`src/rtl/multicycle_control.sv`:
```
// Multicycle MIPS control unit.
// Moore-style sequencer for the shared datapath. It decodes the opcode held
// in the instruction register, stalls on the memory ready handshake and
// counts retired instructions.
module multicycle_control #(
    parameter int COUNT_W         = 16,
    parameter bit HALT_ON_ILLEGAL = 1'b1
) (
    input  logic               clk,
    input  logic               reset,
    input  logic [5:0]         opcode,
    input  logic               zero,
    input  logic               mem_ready,
    output logic               pc_write,
    output logic               ir_write,
    output logic               mem_read,
    output logic               mem_write,
    output logic               iord,
    output logic               reg_write,
    output logic               reg_dst,
    output logic               mem_to_reg,
    output logic               alu_src_a,
    output logic [1:0]         alu_src_b,
    output logic [1:0]         alu_op,
    output logic [1:0]         pc_source,
    output logic [3:0]         state,
    output logic               illegal,
    output logic [COUNT_W-1:0] instr_count
);

    typedef enum logic [3:0] {
        S_FETCH     = 4'd0,
        S_DECODE    = 4'd1,
        S_MEM_ADDR  = 4'd2,
        S_MEM_READ  = 4'd3,
        S_MEM_WB    = 4'd4,
        S_MEM_WRITE = 4'd5,
        S_EXECUTE   = 4'd6,
        S_R_WB      = 4'd7,
        S_BRANCH    = 4'd8,
        S_JUMP      = 4'd9,
        S_ADDI_EXEC = 4'd10,
        S_ADDI_WB   = 4'd11,
        S_HALT      = 4'd12
    } state_t;

    localparam logic [5:0] OP_RTYPE = 6'h00;
    localparam logic [5:0] OP_LW    = 6'h23;
    localparam logic [5:0] OP_SW    = 6'h2B;
    localparam logic [5:0] OP_BEQ   = 6'h04;
    localparam logic [5:0] OP_J     = 6'h02;
    localparam logic [5:0] OP_ADDI  = 6'h08;

    state_t             state_reg;
    state_t             state_next;
    logic [COUNT_W-1:0] count_reg;
    logic               retire;

    assign state       = state_reg;
    assign instr_count = count_reg;

    // State register and retired-instruction counter.
    always_ff @(posedge clk) begin
        if (reset) begin
            state_reg <= S_FETCH;
            count_reg <= '0;
        end else begin
            state_reg <= state_next;
            if (retire) begin
                count_reg <= count_reg + COUNT_W'(1);
            end
        end
    end

    // Next-state decode and per-state control strobes; reset masks every strobe.
    always_comb begin
        state_next = state_reg;
        retire     = 1'b0;
        pc_write   = 1'b0;
        ir_write   = 1'b0;
        mem_read   = 1'b0;
        mem_write  = 1'b0;
        iord       = 1'b0;
        reg_write  = 1'b0;
        reg_dst    = 1'b0;
        mem_to_reg = 1'b0;
        alu_src_a  = 1'b0;
        alu_src_b  = 2'b00;
        alu_op     = 2'b00;
        pc_source  = 2'b00;
        illegal    = 1'b0;

        case (state_reg)
            S_FETCH: begin
                mem_read  = 1'b1;
                alu_src_b = 2'b01;
                // IR and PC only latch once the fetch data is actually valid.
                ir_write  = mem_ready;
                pc_write  = mem_ready;
                if (mem_ready) begin
                    state_next = S_DECODE;
                end
            end
            S_DECODE: begin
                // Speculatively compute the branch target while decoding.
                alu_src_b = 2'b11;
                case (opcode)
                    OP_RTYPE:      state_next = S_EXECUTE;
                    OP_LW, OP_SW:  state_next = S_MEM_ADDR;
                    OP_BEQ:        state_next = S_BRANCH;
                    OP_J:          state_next = S_JUMP;
                    OP_ADDI:       state_next = S_ADDI_EXEC;
                    default: begin
                        if (HALT_ON_ILLEGAL) begin
                            state_next = S_HALT;
                        end else begin
                            state_next = S_FETCH;
                            illegal    = 1'b1;
                        end
                    end
                endcase
            end
            S_MEM_ADDR: begin
                alu_src_a  = 1'b1;
                alu_src_b  = 2'b10;
                state_next = (opcode == OP_LW) ? S_MEM_READ : S_MEM_WRITE;
            end
            S_MEM_READ: begin
                mem_read = 1'b1;
                iord     = 1'b1;
                if (mem_ready) begin
                    state_next = S_MEM_WB;
                end
            end
            S_MEM_WB: begin
                reg_write  = 1'b1;
                mem_to_reg = 1'b1;
                retire     = 1'b1;
                state_next = S_FETCH;
            end
            S_MEM_WRITE: begin
                mem_write = 1'b1;
                iord      = 1'b1;
                if (mem_ready) begin
                    retire     = 1'b1;
                    state_next = S_FETCH;
                end
            end
            S_EXECUTE: begin
                alu_src_a  = 1'b1;
                alu_op     = 2'b10;
                state_next = S_R_WB;
            end
            S_R_WB: begin
                reg_write  = 1'b1;
                reg_dst    = 1'b1;
                retire     = 1'b1;
                state_next = S_FETCH;
            end
            S_BRANCH: begin
                alu_src_a  = 1'b1;
                alu_op     = 2'b01;
                pc_source  = 2'b01;
                pc_write   = zero;
                retire     = 1'b1;
                state_next = S_FETCH;
            end
            S_JUMP: begin
                pc_source  = 2'b10;
                pc_write   = 1'b1;
                retire     = 1'b1;
                state_next = S_FETCH;
            end
            S_ADDI_EXEC: begin
                alu_src_a  = 1'b1;
                alu_src_b  = 2'b10;
                state_next = S_ADDI_WB;
            end
            S_ADDI_WB: begin
                reg_write  = 1'b1;
                retire     = 1'b1;
                state_next = S_FETCH;
            end
            S_HALT: begin
                illegal    = 1'b1;
                state_next = S_HALT;
            end
            default: begin
                state_next = S_FETCH;
            end
        endcase

        if (reset) begin
            pc_write   = 1'b0;
            ir_write   = 1'b0;
            mem_read   = 1'b0;
            mem_write  = 1'b0;
            iord       = 1'b0;
            reg_write  = 1'b0;
            reg_dst    = 1'b0;
            mem_to_reg = 1'b0;
            alu_src_a  = 1'b0;
            alu_src_b  = 2'b00;
            alu_op     = 2'b00;
            pc_source  = 2'b00;
            illegal    = 1'b0;
        end
    end

endmodule

```
`config.mk`:
```
export PLATFORM = sky130hd
export DESIGN_NAME = multicycle_control
export DESIGN_NICKNAME = d
export VERILOG_FILES = /design/src/rtl/multicycle_control.sv
export SDC_FILE = /design/constraint.sdc
export NUM_CORES = 1
export LEC_CHECK = 0
export ABC_AREA = 1
export BUFFER_PORTS_ARGS = -buffer_cell sky130_fd_sc_hd__buf_2
export CORE_AREA = 3 3 77 79
export CTS_BUF_LIST = sky130_fd_sc_hd__clkbuf_16
export DETAILED_ROUTE_END_ITERATION = 7
export DIE_AREA = 0 0 80 82
export GPL_TIMING_DRIVEN = 0
export MAX_ROUTING_LAYER = met4
export PLACE_DENSITY_LB_ADDON = 0.1
export SYNTH_ARGS = -nofsm -noshare
export SYNTH_HDL_FRONTEND = slang
export SYNTH_SLANG_ARGS = --single-unit
```
`constraint.sdc`:
```
create_clock -name clk -period 2.5 [get_ports clk]
set_input_delay 0.125 -clock clk [delete_from_list [all_inputs] [get_ports clk]]
set_output_delay 0.125 -clock clk [all_outputs]
set_load 0.02 [all_outputs]
```
==> results of run 1 <==
[worst max-delay path, stage by stage (launching register included)]
cell and delay [ns]:
dfxtp_1 0.47, inv_2 0.10, nand2_1 0.15, clkbuf_1 0.42, o21bai_1 0.14, buf_2 0.18
[layout make-up]
class / instances / area [um^2] / share of cell area [%]
multi-input combinational: 202 / 952 / 50.2
timing repair buffer: 45 / 225 / 11.9
buffer: 8 / 47.5 / 2.51
sequential: 20 / 400 / 21.1
tap: 72 / 90.1 / 4.75
inverter: 28 / 105 / 5.54
clock buffer: 3 / 75.1 / 3.96
[synth_stat cells (all sizes together)]
library cell / number / area share, %
buf: 6 / 2.7
nor3: 6 / 2.3
dfxtp: 20 / 27
nor2: 51 / 13
o21ai: 8 / 3.4
xor2: 2 / 1.2
nand4: 16 / 6.7
clkbuf: 2 / 0.50
a21oi: 23 / 7.9
o21bai: 1 / 0.50
inv: 28 / 7.0
nand2: 67 / 17
and2: 3 / 1.2
nand3: 20 / 7.0
ha: 1 / 0.83
xnor2: 2 / 1.2
nand3b: 2 / 1.0
[placed cells by master (no fill, tap or decap), types with 3 or more instances in the layout]
master and count:
nand2_1 65, nor2_1 49, buf_2 47, inv_1 26, a21oi_1 22, dfxtp_1 20, nand3_1 19, nand4_1 16
nor3_1 5, o21ai_0 5, o21ai_2 3, and2_1 3, clkbuf_16 3
[cell families after synthesis]
family,count (synthesis),share of synthesized area (%)
XOR/XNOR,4,2.33
flip-flops,20,26.6
AND/OR/NAND/NOR,165,48.3
adder cells (fa/ha/maj),1,0.831
AO/OA/AOI/OAI,32,11.8
buffers and inverters,36,10.1
[layer usage]
| metal | up-vias | routed length, um |
|---|---|---|
| li1 | 941 | - |
| met1 | 799 | 2220 |
| met2 | 46 | 2220 |
| met3 | 5 | 204 |
| met4 | 0 | 50 |
| met5 | - | 0 |
[stage by stage]
stage	hold slack [ns]	power [mW]	area, um^2	util, %
floorplan	0.333	0.558	1510	-
global placement	0.509	0.652	1820	33.7
detailed placement	0.514	0.652	1820	33.7
CTS	0.255	0.993	1900	35.1
global route	0.287	1.04	1900	35.1
finish	0.253	0.979	1900	35.1
[power breakdown]
part / total, mW / leakage [nW] / switching, mW / internal, mW
Combinational: 0.287 / 0.713 / 0.197 / 0.0903
Sequential: 0.355 / 0.162 / 0.0231 / 0.332
Clock: 0.337 / 0.0370 / 0.126 / 0.211
[worst max path at each step]
stage	from	to	slack, ns	cells after the start
after floorplan	state[2]	pc_write	0.83	4
after global placement	state[3]	pc_write	0.91	6
after detailed placement	state[3]	pc_write	0.92	6
after CTS	state[3]	pc_write	0.65	6
after global routing	state[2]	alu_src_b[1]	0.49	6
final	state[1]	pc_write	0.67	5
==> results.py, run 1 <==
metrics = {
    "outcome": {
        "outcome": "finished, final reports clean",
    },
    "die": {
        "row_count": 27,
        "start_util_pct": 27.8,
        "core_area_um2": 5410,
        "die-area_um2": 6560,
        "die_x_um": 80,
        "ios": 46,
        "die_h_um": 82,
    },
    "pwr": {
        "ir_worst_vdd_uv": 338,
        "p_per_area_nw_per_um2": 516,
        "power.leakage_nw": 0.911,
    },
    "clocking": {
        "cts_tree": "yes",
        "cts_hold_buf": 0,
        "cts_resized": 0,
        "cts_root_buffer": "clkbuf_16",
        "cts-htree-levels": 1,
        "cts_made_buffers": 3,
        "clkTransAtPathRegs_ns": 0.06,
        "clkSinkCount": 20,
        "clkLatencyLatePin_ns": 0.25,
        "cts_buffer_depth": 2,
        "cts_setup_buffers": 0,
    },
    "critical_path": {
        "critPathCaptureType": "output pin",
        "cp.required_ns": 2.38,
        "start_kind": "flop",
        "path_max_fanout": 10,
        "r2r_slack_ns": 0.94,
        "arrival_ns": 1.71,
        "r2r-end": "instr_count[12]",
        "crit_type": "reg2out",
        "r2r_start": "instr_count[0]",
        "rr_worst_depth": 8,
    },
    "placement": {
        "port_buffers": 45,
        "place_ws_ns": 0.923,
        "gp_congestion": 0.853,
        "dp_cells": 375,
        "dp_hpwl_mm": 3.69,
    },
    "global_route": {
        "grt_pass1_vias": 1802,
        "grt_start_max_net_pins": 11,
        "grt_antenna_before_repair": 0,
        "use_met1_pct": 17.8,
        "grt_usage_pct": 15.8,
        "use_met2_pct": 28.4,
        "grt.met3_usage_pct": 2.63,
        "top_usage_layer": "met2",
        "grt.overflow.total": 0,
        "grt_pass1_wl_mm": 8.07,
    },
    "cells_and_area": {
        "nNetsFinal": 319,
        "diodes": 0,
        "syn2layout_area_growth_pct": 25.9,
        "drive_above_1_share_pct": 20.9,
        "fillCellCount": 640,
        "largest_register_ffs": 16,
        "instances_no_fill": 378,
    },
    "timing": {
        "hold_viol_final": 0,
        "rsz0062_at_grt": "no",
        "finClkSkew_ns": 0.00169,
        "finalWorstSetupSlack_ns": 0.668,
        "period_share_pct": 73.3,
        "slew_headroom_pct": 64.0,
        "drv_slew": 0,
        "finalSetupTns_ns": 0,
        "max_slew.worst_pin.slew_ns": 0.540,
        "period_minus_slack_ns": 1.83,
        "fmax_ghz": 0.546,
        "setup_viol": 0,
    },
    "logic_synthesis": {
        "synth.avg_cell_area_um2": 5.83,
        "yosysSeqAreaShare_pct": 26.6,
        "syn_inst": 258,
        "synth.net_count": 269,
        "ys_seq_elements": 20,
        "synth_area_um2": 1510,
        "ys_warn_count": 0,
        "ys_types": 26,
    },
    "route": {
        "vias": 1791,
        "vias_per_cell": 4.74,
        "wl_mm": 4.70,
        "drt-initial-drc-count": 68,
        "wl_per_cell_um": 12.4,
        "antenna_left": 0,
        "route.detailed.drc": 0,
        "drt-pass1-iter-count": 4,
    },
    "min_path": {
        "whs_endpoint": "instr_count[2]",
        "min_from": "reset",
        "hp-class": "in2reg",
        "min_path_cells": 4,
    },
    "flow_run": {
        "cap_violations": 0,
    },
}
Note: power is estimated with default switching activity, not from simulation.
==> run 2: changes to the inputs <==
==> constraint.sdc (replaced) <==
create_clock -name clk -period 1.6 [get_ports clk]
set_input_delay 0.08 -clock clk [delete_from_list [all_inputs] [get_ports clk]]
set_output_delay 0.08 -clock clk [all_outputs]
set_load 0.02 [all_outputs]
==> run 2 against run 1 <==
Compared with the run above: non-clock buffer count unchanged; critical path depth increased by 1; sequential share of layout area decreased by 0.53 points; via count decreased by 0.22%; sequential power increased by 58%; utilization increased by 1.9 points; largest cell class unchanged; flip-flop and latch count unchanged; register-to-register slack got worse by 0.76 ns; first-iteration DRC count decreased by 4.4%.
==> results.py, run 2 (synthesized netlist as in run 1, its figures left out) <==
metrics = {
    "placement": {
        "dp_cells": 375,
        "dp_hpwl_mm": 3.66,
        "gp_congestion": 0.829,
        "placed_cell_area_um2": 1830,
        "port_buffers": 45,
    },
    "critical_path": {
        "path_max_fanout": 6,
        "arrival_ns": 1.46,
        "crit_type": "reg2out",
        "start_kind": "flop",
        "critPathCaptureType": "output pin",
        "cp.required_ns": 1.52,
    },
    "route": {
        "antenna_left": 0,
        "vias_per_cell": 4.72,
        "vias": 1787,
        "drt-pass1-iter-count": 4,
        "wl_mm": 4.65,
        "wl_per_cell_um": 12.3,
        "route.detailed.drc": 0,
        "drt-initial-drc-count": 65,
    },
    "timing": {
        "max_slew.worst_pin.slew_ns": 0.534,
        "slew_headroom_pct": 64.4,
        "setup_viol": 0,
        "hold_viol_final": 0,
        "rsz0062_at_grt": "yes",
        "drv_slew": 0,
        "fmax_ghz": 0.650,
        "period_share_pct": 96.2,
        "finClkSkew_ns": 0.00704,
        "period_minus_slack_ns": 1.54,
    },
    "die": {
        "start_util_pct": 27.8,
        "ios": 46,
        "die-area_um2": 6560,
        "die_h_um": 82,
        "row_count": 27,
        "die_x_um": 80,
        "core_area_um2": 5410,
    },
    "clocking": {
        "cts_made_buffers": 3,
        "cts_tree": "yes",
        "clkLatencyLatePin_ns": 0.26,
        "cts-htree-levels": 1,
        "cts_setup_buffers": 0,
        "clkSinkCount": 20,
        "clkTransAtPathRegs_ns": 0.06,
        "cts_buffer_depth": 2,
        "cts_root_buffer": "clkbuf_16",
    },
    "cells_and_area": {
        "diodes": 0,
        "largest_register_ffs": 16,
        "instances_no_fill": 379,
        "fillCellCount": 634,
        "syn2layout_area_growth_pct": 32.8,
        "nNetsFinal": 319,
        "final_common_cell": "nand2_1",
        "final_cell_mix": "64 x nand2_1, 44 x nor2_1, 44 x buf_2",
        "fin_area_um2": 2000,
        "drive_above_1_share_pct": 26.1,
    },
    "min_path": {
        "hp-class": "in2reg",
    },
    "global_route": {
        "grt.overflow.total": 0,
        "grt_start_max_net_pins": 13,
        "grt_pass1_vias": 1722,
        "grt_pass1_wl_mm": 7.89,
        "grt_usage_pct": 15.7,
        "grt_antenna_before_repair": 0,
    },
    "flow_run": {
        "cap_violations": 0,
    },
    "outcome": {
        "outcome": "finished, final reports clean",
    },
    "pwr": {
        "ir_worst_vdd_uv": 448,
        "power.leakage_nw": 0.939,
        "p_per_area_nw_per_um2": 870,
    },
}
## run 2: cell count changes in the layout (fill, tap and decap cells not counted), moves of 2 or more
cell     before  now
buf_2        47   44
buf_4         0    2
dfxtp_1      20   15
dfxtp_2       0    3
dfxtp_4       0    2
nor2_1       49   44
nor2_2        2    4
nor2_4        0    3
## run 2: stage by stage
step                total power [mW]  hold WS, ns  setup slack (ns)  TNS (ns)  utilization (%)
detailed placement              1.02        0.479            0.0465         0             33.8
floorplan                      0.875        0.214             0.119         0                -
global placement                1.02        0.480            0.0438         0             33.8
global route                    1.84        0.235           -0.0579    -0.187             37.0
finish                          1.74        0.204            0.0609         0             37.0
CTS                             1.76        0.201           0.00331         0             36.4
## run 2: path summary, 6_finish.rpt
path | from | endpoint | slack, ns | cells after the start
worst min register to register | instr_count[15] | instr_count[15] | 0.52 | 2
worst max register to register | state[3] | instr_count[3] | 0.18 | 9
worst min-delay path | reset | instr_count[0] | 0.20 | 4
worst max-delay path | state[2] | alu_src_b[1] | 0.06 | 6
## run 2: metal layers
layer | wire (um) | track usage (%) | vias to the layer above
met5 | 0 | - | -
met4 | 38 | 2.53 | 0
met3 | 204 | 2.74 | 2
met2 | 2290 | 28.5 | 38
met1 | 2110 | 18.4 | 806
li1 | - | - | 941
## run 2: where the power goes
part / total, mW / leakage, nW / internal [mW] / switching (mW)
clock: 0.697 / 0.0511 / 0.497 / 0.201
combinational: 0.482 / 0.723 / 0.160 / 0.322
sequential: 0.561 / 0.164 / 0.522 / 0.0388
total: 1.74 / 0.939 / 1.18 / 0.562
## run 2: worst max-delay path, cell delays in order (launching register included)
cell     delay (ns)
dfxtp_2        0.36
nor2_2         0.18
inv_1          0.13
nor2_4         0.17
nor2_1         0.07
a21oi_1        0.12
buf_2          0.18
## run 2: what timing repair did
| action | CTS | global route |
|---|---|---|
| setup endpoints to repair | 4 | 9 |
| hold buffers | 0 | 0 |
| resized for setup | 14 | 12 |
## run 2: cell type report
class	count	area, um^2	area share (%)
clock buffers	3	75.1	3.75
repair buffers	45	230	11.5
multi-input cells	202	993	49.7
inverters	28	105	5.26
clock inverters	1	30.0	1.50
well taps	72	90.1	4.51
plain buffers	8	63.8	3.19
flip-flops and latches	20	412	20.6
